File: src/rtl/dp_queue_defs.vh
// Shared by the enqueue and dequeue sides: BRAM slot address packing and phase encoding.
`ifndef DP_QUEUE_DEFS_VH
`define DP_QUEUE_DEFS_VH

`define DP_QADDR(qid, wptr) {(qid), (wptr)}
`define DP_PHASE_FIRST  1'b0
`define DP_PHASE_SECOND 1'b1

`endif

File: src/rtl/dp_enqueue_ctrl_pkg.sv
// Default geometry for the double-pumped output queues and small shared helpers.
package dp_enqueue_ctrl_pkg;

  localparam int DEF_NQ        = 4;
  localparam int DEF_LOG_NQ    = 2;
  localparam int DEF_DEPTH     = 16;
  localparam int DEF_LOG_DEPTH = 4;
  localparam int DEF_W         = 32;

  // Number of lanes (0..2) landing in one queue at a sample edge.
  function automatic logic [1:0] lane_hits(input logic hit0, input logic hit1);
    return {1'b0, hit0} + {1'b0, hit1};
  endfunction

endpackage

File: src/rtl/dp_queue_occ.sv
// Per-queue occupancy and write pointer; count updates on the edge of an accept/dequeue,
// full is registered one edge behind count, dequeue on an empty queue is ignored and flagged.
module dp_queue_occ
  import dp_enqueue_ctrl_pkg::*;
#(
  parameter int DEPTH     = DEF_DEPTH,
  parameter int LOG_DEPTH = DEF_LOG_DEPTH
) (
  input  logic                 clock_2x,
  input  logic                 reset,
  input  logic [1:0]           accept,
  input  logic                 dequeue,
  output logic [LOG_DEPTH:0]   count,
  output logic [LOG_DEPTH-1:0] wptr,
  output logic                 full,
  output logic                 underflow_evt
);

  localparam int FULL_AT = DEPTH - 1;

  logic deq_ok;

  assign deq_ok        = dequeue && (count != '0);
  assign underflow_evt = dequeue && (count == '0);

  always_ff @(posedge clock_2x) begin
    if (reset) begin
      count <= '0;
      wptr  <= '0;
      full  <= 1'b0;
    end else begin
      count <= count + {{(LOG_DEPTH-1){1'b0}}, accept} - {{LOG_DEPTH{1'b0}}, deq_ok};
      wptr  <= wptr + {{(LOG_DEPTH-2){1'b0}}, accept};
      // "Cannot take two more" is judged on the count before this edge's update.
      full  <= (count >= FULL_AT[LOG_DEPTH:0]);
    end
  end

endmodule

File: src/rtl/dp_enqueue_ctrl.sv
// Two-lane enqueue serializer onto one BRAM write port; lane0 written 1 edge, lane1 2 edges after sample.
// No backpressure: requests over capacity are dropped; sticky error flags built only with DP_ENQ_ERR_FLAGS_EN.
`include "dp_queue_defs.vh"

module dp_enqueue_ctrl
  import dp_enqueue_ctrl_pkg::*;
#(
  parameter int NQ        = DEF_NQ,
  parameter int LOG_NQ    = DEF_LOG_NQ,
  parameter int DEPTH     = DEF_DEPTH,
  parameter int LOG_DEPTH = DEF_LOG_DEPTH,
  parameter int W         = DEF_W
) (
  input  logic                        clock_2x,
  input  logic                        reset,
  output logic                        phase,
  input  logic                        lane0_valid,
  input  logic                        lane1_valid,
  input  logic [LOG_NQ-1:0]           lane0_qid,
  input  logic [LOG_NQ-1:0]           lane1_qid,
  input  logic [W-1:0]                lane0_data,
  input  logic [W-1:0]                lane1_data,
  input  logic [NQ-1:0]               dequeue,
  output logic [NQ-1:0]               full,
  output logic                        ram_we,
  output logic [LOG_NQ+LOG_DEPTH-1:0] ram_addr,
  output logic [W-1:0]                ram_wdata,
  output logic                        overflow,
  output logic                        underflow
);

  localparam int CW = LOG_DEPTH + 1;
  localparam int AW = LOG_NQ + LOG_DEPTH;

  logic [CW-1:0]        count [NQ];
  logic [LOG_DEPTH-1:0] wptr  [NQ];
  logic [NQ-1:0]        uf_evt;
  logic [NQ-1:0]        hit0, hit1;
  logic                 sample, same_q, acc0, acc1;
  logic [CW:0]          lane1_occ;
  logic [AW-1:0]        slot0, slot1;

  logic          h0_vld, h1_vld;
  logic [AW-1:0] h0_addr, h1_addr;
  logic [W-1:0]  h0_data, h1_data;

  always_comb begin
    sample    = (phase == `DP_PHASE_FIRST);
    same_q    = (lane0_qid == lane1_qid);
    acc0      = sample && lane0_valid && (count[lane0_qid] < DEPTH[CW-1:0]);
    // lane1 sees lane0's slot as taken; same-edge dequeues never make room.
    lane1_occ = {1'b0, count[lane1_qid]} + {{CW{1'b0}}, acc0 && same_q};
    acc1      = sample && lane1_valid && (lane1_occ < DEPTH[CW:0]);
    hit0            = '0;
    hit1            = '0;
    hit0[lane0_qid] = acc0;
    hit1[lane1_qid] = acc1;
    slot0 = `DP_QADDR(lane0_qid, wptr[lane0_qid]);
    slot1 = `DP_QADDR(lane1_qid, wptr[lane1_qid] + {{(LOG_DEPTH-1){1'b0}}, acc0 && same_q});
  end

  for (genvar q = 0; q < NQ; q++) begin : g_occ
    dp_queue_occ #(
      .DEPTH     (DEPTH),
      .LOG_DEPTH (LOG_DEPTH)
    ) u_occ (
      .clock_2x      (clock_2x),
      .reset         (reset),
      .accept        (lane_hits(hit0[q], hit1[q])),
      .dequeue       (dequeue[q]),
      .count         (count[q]),
      .wptr          (wptr[q]),
      .full          (full[q]),
      .underflow_evt (uf_evt[q])
    );
  end

  always_ff @(posedge clock_2x) begin
    if (reset) begin
      phase     <= `DP_PHASE_FIRST;
      h0_vld    <= 1'b0;
      h1_vld    <= 1'b0;
      h0_addr   <= '0;
      h1_addr   <= '0;
      h0_data   <= '0;
      h1_data   <= '0;
      ram_we    <= 1'b0;
      ram_addr  <= '0;
      ram_wdata <= '0;
    end else begin
      phase <= ~phase;
      if (sample) begin
        h0_vld    <= acc0;
        h0_addr   <= slot0;
        h0_data   <= lane0_data;
        h1_vld    <= acc1;
        h1_addr   <= slot1;
        h1_data   <= lane1_data;
        // Previous cycle's lane1 drains on the same edge the next pair is captured.
        ram_we    <= h1_vld;
        ram_addr  <= h1_addr;
        ram_wdata <= h1_data;
      end else begin
        ram_we    <= h0_vld;
        ram_addr  <= h0_addr;
        ram_wdata <= h0_data;
      end
    end
  end

`ifdef DP_ENQ_ERR_FLAGS_EN
  always_ff @(posedge clock_2x) begin
    if (reset) begin
      overflow  <= 1'b0;
      underflow <= 1'b0;
    end else begin
      if (sample && ((lane0_valid && !acc0) || (lane1_valid && !acc1)))
        overflow <= 1'b1;
      if (|uf_evt)
        underflow <= 1'b1;
    end
  end
`else
  logic [NQ-1:0] uf_evt_unused;
  assign uf_evt_unused = uf_evt;
  assign overflow      = 1'b0;
  assign underflow     = 1'b0;
`endif

endmodule

File: config.mk
export PLATFORM = sky130hd
export DESIGN_NAME = dp_enqueue_ctrl
export DESIGN_NICKNAME = d
export VERILOG_FILES = /design/src/rtl/dp_enqueue_ctrl_pkg.sv /design/src/rtl/dp_queue_occ.sv /design/src/rtl/dp_enqueue_ctrl.sv
export VERILOG_INCLUDE_DIRS = /design/src /design/src/rtl
export SDC_FILE = /design/constraint.sdc
export NUM_CORES = 1
export LEC_CHECK = 0
export ABC_CLOCK_PERIOD_IN_PS = 4100
export BUFFER_PORTS_ARGS = -buffer_cell sky130_fd_sc_hd__buf_2
export CAP_MARGIN = 40
export CORE_ASPECT_RATIO = 0.5
export CORE_MARGIN = 5
export CORE_UTILIZATION = 45
export DETAILED_ROUTE_END_ITERATION = 7
export PLACE_DENSITY = 0.69
export SLEW_MARGIN = 10
export SYNTH_ARGS = -nofsm -noshare
export SYNTH_HDL_FRONTEND = slang
export SYNTH_HIERARCHICAL = 1
export SYNTH_SLANG_ARGS = --single-unit
File: constraint.sdc
create_clock -name clock_2x -period 4.1 [get_ports clock_2x]
set_input_delay 0.82 -clock clock_2x [delete_from_list [all_inputs] [get_ports clock_2x]]
set_output_delay 0.82 -clock clock_2x [all_outputs]
set_load 0.01 [all_outputs]
==> metrics.txt, run 1 <==
status complete, no violations; Worst R2R End g_occ[3].u_occ/count[4]; Setup CP Type primary input to flip-flop; IO Count 122; Worst Hold Class flip-flop to flip-flop; type of origin of the critical path primary input; Worst Reg-to-Reg Cells 15; I/O Buffers about 120; CTS tree done; first-pass GRT wire length between 20,000 and 25,000 µm; DP HPWL between 10,000 and 15,000 µm; 1st-pass router iterations 4; RSZ-0062 raised after global routing false; final count of negative-setup-slack endpoints 0; gr ovfl total 0; die width approximately 190 µm; vias per cell 4.87; Final Max Tran Viols 0; Layout Skew approximately 0.0098 ns; CP endpoint kind flip-flop; Vias between 5,000 and 6,000; Peak VDD IR around 0.00033 V; Num CTS Buffers 17; Nets 1,001; CTS clk-pin slew, worst paths 0.06 ns; share of cells above drive strength 1 roughly 21%; Slew @ Worst Pin ~0.85 ns; slew margin rel. a little over two fifths; warnings from Yosys 6; fin worst setup slack roughly 0.41 ns; Root Buffer clkbuf_16; crit share post-route 90.0%; Inst Count DP 1,052; Place WS -0.00331 ns; min-delay src h0_data[21]; Die ar. about 0.019 mm²; Power per Cell Area ~540 mW/mm²; DR iter-0 viols just over 200; Design Area, Final ~0.0085 mm²; Core Util, Final 55.0%; Worst EP arrival about 4 ns; crit-path max FO 2; Total GRT Usage roughly 16%; CTS sink cnt around 160; post-CTS setup repair buffer count 0; Syn Std Cell Area around 0.0071 mm²; dpl cell area approximately 0.0079 mm²; DRT antenna net count 0; Max Cap Violations 0; core area ~0.015 mm²; DRC viols 0; Placer Congestion around 0.87; vias in the first global route around 5,200; CTS Hold Bufs 0; post-CTS sizing 0; ant diodes 0; largest net degree at the start of global routing 91; Final min period roughly 3.7 ns; Critical R2R Launch g_occ[2].u_occ/count[2]; Hold Crit Depth 2; die span in y slightly below 100 µm; Mean Syn Cell Area 9.41 µm²; CTS max path bufs 2; worst skew pair latency 0.42 ns; WP data required ~4.4 ns; # rows 32; CTS H-tree depth 4; Area Overhead vs Synth 19.3%; Worst R2R Setup Slack a little under 0.5 ns; DR WL/cell around 13 µm; P_leak about 0.0038 µW; CP startpoint lane0_qid[0]; Initial Util a little under half; Syn Inst Count 757; Fin. Hold Viols 0; Max Clk Rate about 270 MHz; initial antenna violation count 0; final wirelength about 15,000 µm; fin cells between 1,000 and 1,500; Endpoint, Worst Hold ram_wdata[21]
==> flip-flops by register name (all words and copies together) (netlist names), 4 cells and up <==
signal and cells:
h1_data 32, g_occ.u_occ/wptr 16, ram_wdata 32, h0_data 32, h1_addr 6, h0_addr 6, g_occ.u_occ/full 4, ram_addr 6
g_occ.u_occ/count 20
==> worst max-delay path by stage <==
stage	endpoint	slack, ns	depth (start not counted)
floorplan	g_occ[1].u_occ/count[4]	0.21	15
global placement	g_occ[3].u_occ/count[4]	0.11	16
detailed placement	g_occ[3].u_occ/count[4]	-0.003	16
CTS	g_occ[3].u_occ/count[4]	0.44	16
global route	g_occ[3].u_occ/count[4]	0.17	17
finish	g_occ[3].u_occ/count[4]	0.41	16
==> cell usage in the layout (no fill, tap or decap), types with 3 or more instances in the layout <==
cell type and instances:
nand2_1 47, buf_2 118, clkbuf_16 17, clkinv_4 4, mux4_1 4, mux2_2 4, a31oi_1 3, mux4_2 6
nand2b_1 87, buf_4 12, dfxtp_1 157, o21ai_0 5, inv_1 57, xor2_1 10, nor4b_1 4, nor2b_1 20
or3_1 5, fa_1 8, a21oi_1 102, a31o_2 4, a21o_1 4, mux2i_1 39, nand3_1 11, ha_1 50
inv_6 4, nor2_1 73
==> metal layers <==
metal / track usage (%) / vias to the layer above / share of wire (%)
met5: 0 / - / 0
met2: 26.8 / 91 / 47
met4: 6.03 / 0 / 1.3
li1: - / 2722 / -
met1: 20.8 / 2444 / 48
met3: 4.07 / 21 / 3.8
==> worst max-delay path, stage by stage <==
cell       delay, ns
buf_2           0.12
mux2i_1         0.20
nand4b_1        0.20
a2111oi_4       0.44
buf_4           0.18
a31oi_1         0.10
ha_1            0.32
inv_1           0.05
ha_1            0.27
inv_1           0.06
ha_1            0.15
inv_1           0.05
fa_1            0.39
nand2b_1        0.16
a21oi_1         0.14
mux2_2          0.35
==> power by group <==
| group | total (µW) | internal, µW | leakage (µW) | switching [µW] |
|---|---|---|---|---|
| clock | 1550 | 882 | 0.000287 | 667 |
| sequential | 1870 | 1710 | 0.00130 | 152 |
| combinational | 1190 | 594 | 0.00218 | 599 |
| total | 4610 | 3190 | 0.00377 | 1420 |
==> per-stage QoR <==
stage,setup TNS (ns),hold slack (ns),power (µW)
floorplan,0,0.447,2780
global placement,0,0.452,3040
detailed placement,-0.00331,0.462,3090
CTS,0,0.462,4660
global route,0,0.481,4940
finish,0,0.460,4610
==> cell type report <==
class                   instances  area [µm²]
clock buffers                  19         453
clock inverters                13         129
fillers                      1420        6950
inverters                      57         214
multi-input cells             501        3560
flip-flops and latches        158        3170
well taps                     204         255
repair buffers                132         728
Note: power is estimated with default switching activity, not from simulation.
==> inputs of run 2 (changes only) <==
--- a/config.mk
+++ b/config.mk
@@ -9,13 +9,13 @@
 export ABC_CLOCK_PERIOD_IN_PS = 4100
 export BUFFER_PORTS_ARGS = -buffer_cell sky130_fd_sc_hd__buf_2
 export CAP_MARGIN = 40
-export CORE_ASPECT_RATIO = 0.5
+export CORE_ASPECT_RATIO = 0.7
 export CORE_MARGIN = 5
 export CORE_UTILIZATION = 45
 export DETAILED_ROUTE_END_ITERATION = 7
 export PLACE_DENSITY = 0.69
+export SKIP_CTS_REPAIR_TIMING = 1
 export SLEW_MARGIN = 10
 export SYNTH_ARGS = -nofsm -noshare
 export SYNTH_HDL_FRONTEND = slang
-export SYNTH_HIERARCHICAL = 1
 export SYNTH_SLANG_ARGS = --single-unit
==> metrics.txt, run 2 <==
Slew @ Worst Pin roughly 0.87 ns; initial antenna violation count 0; Num CTS Buffers 17; Vias 4,965; Most used DFF post-synth dfxtp_1; RSZ-0062 raised after global routing false; slew margin rel. 41.7%; filler instances 1,452; Final min period between 3 and 4 ns; Setup CP Type primary input to flip-flop; IO Count 122; register area share after synthesis approximately 45%; Max Clk Rate about 270 MHz; commonest non-fill, non-tap cell in the layout dfxtp_1; WP data required around 4.4 ns; CTS H-tree depth 4; vias in the first global route just under 5,000; CTS clk-pin slew, worst paths around 0.07 ns; Die ar. between 0.015 and 0.02 mm²; die width 159 µm; first-pass GRT wire length between 20,000 and 25,000 µm; worst skew pair latency 0.41 ns; DP HPWL between 9000 and 10,000 µm; Place WS approximately 0.038 ns; CTS max path bufs 2; Syn Std Cell Area around 0.007 mm²; DRC viols 0; Layout Skew between 0.006 and 0.007 ns; DR iter-0 viols 292; I/O Buffers 119; crit-path max cell delay 0.41 ns; Initial Util between 40% and 50%; final wirelength 13,700 µm; DR WL/cell approximately 13 µm; most common cell in the synthesized netlist dfxtp_1; most frequent cells in the layout dfxtp_1 (157), buf_2 (118), a21oi_1 (94); Placer Congestion 0.798; Total GRT Usage between 10% and 20%; type of origin of the critical path primary input; Worst EP arrival around 3.9 ns; die span in y roughly 110 µm; DRT antenna net count 0; Synth top cells by count dfxtp_1 (158), a21oi_1 (94), nand2b_1 (78); P_leak about 0.0037 µW; core area about 0.015 mm²; Power per Cell Area 540 mW/mm²; CTS tree done; Synth Register Bits ~160; CP top delay family adder cells; Root Buffer clkbuf_16; crit-path max FO 5; setup TNS 0 ns; Mean Syn Cell Area roughly 9.4 µm²; Worst Hold Class flip-flop to flip-flop; CTS sink cnt around 160; Max Cap Violations 0; Post-synth EDFFs 0; Peak VDD IR 0.000354 V; CP Cell Sequence buf_2 > mux2i_1 > nand4b_1 > a211oi_2 > nor3b_4 > nor4_1 > ha_1 > inv_1 > ha_1 > inv_1 > ha_1 > fa_1 > a21oi_1 > nor2_1 > nor2_1 > xor2_1 > nor2_1; Nets 975; Async SR Flop Fraction 0%; crit share post-route a little under 90%; ant diodes 0; Fin. Hold Viols 0; largest net degree at the start of global routing around 160; Final Max Tran Viols 0; post-synth top area share 45.1%; share of cells above drive strength 1 between 20% and 30%; 1st-pass router iterations 4; vias per cell approximately 4.7; CP endpoint kind flip-flop; gr ovfl total 0; status complete, no violations; WP buf/inv 3; # rows 38; Largest regs h0_data x32, h1_data x32, ram_wdata x32; Slowest cell on crit path fa_1; count of cell types in the netlist 39; Synth area leader dfxtp_1; warnings from Yosys 0; fin worst setup slack 0.460 ns; final count of negative-setup-slack endpoints 0; cell types occupying the most area after synthesis dfxtp_1 (45%), ha_1 (8.9%), nand2b_1 (7.0%); Syn Inst Count around 740; Area Overhead vs Synth 18.1%
==> run 2: final timing paths <==
| kind | from | end | slack, ns | depth (start not counted) |
|---|---|---|---|---|
| max reg2reg | g_occ[2].u_occ.count[4] | g_occ[2].u_occ.count[4] | 0.63 | 16 |
| min | h0_data[23] | ram_wdata[23] | 0.47 | 2 |
| max | lane0_qid[0] | g_occ[2].u_occ.count[4] | 0.46 | 17 |
| min reg2reg | h0_data[23] | ram_wdata[23] | 0.47 | 2 |
==> run 2: area by class of cell <==
cell class | instances | area [µm²] | area share, %
repair buffers | 125 | 668 | 8.07
well taps | 200 | 250 | 3.02
clock buffers | 17 | 425 | 5.14
multi-input cells | 484 | 3410 | 41.2
flip-flops and latches | 158 | 3170 | 38.3
inverters | 55 | 206 | 2.49
clock inverters | 15 | 149 | 1.80
==> run 2: worst min-delay path, stage by stage, from the launching register on <==
cell and delay, ns:
dfxtp_1 0.29, nand2_1 0.07, a21oi_1 0.06
==> run 2: cells by family (layout without fill, tap and decap cells) <==
logic type | Yosys count | count (layout) | synth area share, %
AO/OA/AOI/OAI | 119 | 119 | 9.26
XOR/XNOR | 24 | 24 | 3.00
AND/OR/NAND/NOR | 233 | 233 | 16.7
other | 1 | 2 | 0.0535
flip-flops | 158 | 158 | 45.1
multiplexers | 48 | 48 | 8.35
buffers and inverters | 103 | 212 | 6.27
adder cells (fa/ha/maj) | 58 | 58 | 11.2
==> run 2: metrics by stage <==
stage                     instance area, µm²  hold WS, ns  std cells  util [%]  power (µW)
after floorplan                         7010        0.440        745         -        2720
after CTS                               8280        0.466       1054      53.7        4520
after global routing                    8280        0.488       1054      53.7        4800
final                                   8280        0.468       1054      53.7        4470
after global placement                  7700        0.454       1022      50.0        2970
after detailed placement                7700        0.459       1022      50.0        2970
==> run 2: where the power goes <==
part / leakage (µW) / internal, µW / switching (µW)
combinational: 0.00213 / 538 / 563
clock: 0.000284 / 857 / 672
sequential: 0.00130 / 1710 / 128
==> run 2: layer usage <==
metal,vias to the layer above,global-route usage [%],wire length [µm]
met5,-,0,0
met4,0,4.89,140
met3,14,4.39,960
met2,123,22.0,5570
met1,2210,23.7,7030
li1,2618,-,-
==> inputs of run 3 (changes only) <==
--- a/config.mk
+++ b/config.mk
@@ -10,7 +10,6 @@
 export BUFFER_PORTS_ARGS = -buffer_cell sky130_fd_sc_hd__buf_2
 export CAP_MARGIN = 40
 export CORE_ASPECT_RATIO = 0.7
-export CORE_MARGIN = 5
 export CORE_UTILIZATION = 45
 export DETAILED_ROUTE_END_ITERATION = 7
 export PLACE_DENSITY = 0.69
==> metrics.txt, run 3 (synthesized netlist as in run 2, its figures left out) <==
Max Clk Rate 273 MHz; first-pass GRT wire length between 20,000 and 25,000 µm; Cell Int Power approximately 3100 µW; Nets just under 1,000; Largest regs h0_data x32, h1_data x32, ram_wdata x32; Sw Pwr about 1400 µW; die width about 150 µm; CTS tree done; DRC viols 0; Setup CP Type primary input to flip-flop; crit share post-route approximately nine tenths; DR iter-0 viols 154; Worst Reg-to-Reg Cells 16; Initial Util 46.9%; WP data required about 4.4 ns; IO Count 122; Peak VDD IR 0.000289 V; Worst Setup EP g_occ[2].u_occ.count[4]; Worst EP arrival between 3 and 4 ns; CTS clk-pin slew, worst paths 0.07 ns; # rows 37; Clk pwr share between 30% and 40%; slew margin rel. a little over two fifths; type of origin of the critical path primary input; vias in the first global route 4,608; Inst Count DP 1,018; Sw Share a little under a third; CTS sink cnt 158; share of cells above drive strength 1 20.2%; initial antenna violation count 0; crit-path max FO 5; Comb power frac between 20 and 30%; Layout Skew approximately 0.011 ns; Core Util, Final approximately 55%; Fin. Hold Viols 0; DRT antenna net count 0; Area Overhead vs Synth 18.2%; vias per cell 4.70; P_leak around 0.0037 µW; Total GRT Usage between 15 and 20%; gr ovfl total 0; Slew @ Worst Pin a little under 0.9 ns; largest net degree at the start of global routing 90; worst skew pair latency between 0.4 and 0.5 ns; Final Max Tran Viols 0; final count of negative-setup-slack endpoints 0; RSZ-0062 raised after global routing false; Worst Hold Class flip-flop to flip-flop; CTS H-tree depth 4; die span in y 106 µm; Reg power frac 40.8%; final wirelength between 10,000 and 15,000 µm; most frequent cells in the layout dfxtp_1 (157), buf_2 (118), a21oi_1 (94); I/O Buffers 119; Critical R2R Launch g_occ[2].u_occ.count[4]; Vias about 4,900; filler instances ~1,400; Final min period ~3.7 ns; Design Area, Final around 0.0083 mm²; Num CTS Buffers 17; Power per Cell Area between 500 and 600 mW/mm²; CP startpoint lane0_qid[0]; Max Cap Violations 0; setup TNS 0 ns; Worst R2R Setup Slack about 0.61 ns; fin cells approximately 1,100; ant diodes 0; core area ~0.015 mm²; Worst R2R End g_occ[2].u_occ.count[4]; DR WL/cell approximately 13 µm; CTS max path bufs 2; status complete, no violations; final hold slack 0.461 ns; Placer Congestion approximately 0.82; dpl cell area slightly below 0.008 mm²; 1st-pass router iterations 4; CP endpoint kind flip-flop; Die ar. approximately 0.016 mm²; DP HPWL 9240 µm; Root Buffer clkbuf_16; commonest non-fill, non-tap cell in the layout dfxtp_1
## run 3: per-stage QoR
step / total power [µW] / setup slack (ns)
floorplan: 2720 / 0.490
global placement: 2970 / 0.200
detailed placement: 2980 / 0.0569
CTS: 4540 / 0.487
global route: 4800 / 0.208
finish: 4490 / 0.441
## run 3: worst min path at each step
stage | to | slack (ns) | start | cells past startpoint
6_report | ram_wdata[24] | 0.46 | h0_data[24] | 2
5_1_grt | ram_wdata[13] | 0.48 | h0_data[13] | 2
4_1_cts | ram_wdata[24] | 0.47 | h0_data[24] | 2
3_5_place_dp | ram_wdata[24] | 0.46 | h0_data[24] | 2
3_3_place_gp | h0_data[24] | 0.45 | h0_data[24] | 2
2_1_floorplan | h0_data[24] | 0.44 | h0_data[24] | 2
## run 3: final cells by class
| class | instances | area [µm²] | area share (%) |
|---|---|---|---|
| multi-input combinational | 484 | 3410 | 41.2 |
| timing repair buffer | 126 | 683 | 8.24 |
| clock buffer | 17 | 425 | 5.13 |
| tap | 195 | 244 | 2.94 |
| sequential | 158 | 3170 | 38.2 |
| inverter | 55 | 206 | 2.49 |
| clock inverter | 15 | 150 | 1.81 |
## run 3: critical path, cell delays in order
cell and delay [ns]:
buf_2 0.10, mux2i_1 0.18, nand4b_1 0.23, a211oi_2 0.40, nor3b_4 0.34, nor4_1 0.08, ha_1 0.30, inv_1 0.05
ha_1 0.26, inv_1 0.04, ha_1 0.20, fa_1 0.41, a21oi_1 0.16, nor2_1 0.05, nor2_1 0.12, xor2_1 0.16
nor2_1 0.05
## run 3: metal layers
metal	global-route usage [%]	part of all wire, %	wire length, µm
met2	24.4	40	5300
met5	0	0	0
met3	4.29	5.6	740
met4	5.36	1.0	134
met1	26.2	53	7070
## run 3: power groups by stage
stage                     logic [µW]  clock network (µW)  registers (µW)
after floorplan                  887                   0            1830
after global placement          1110                   0            1870
after detailed placement        1120                   0            1870
after CTS                       1130                1580            1830
after global routing            1300                1650            1850
final                           1120                1540            1830
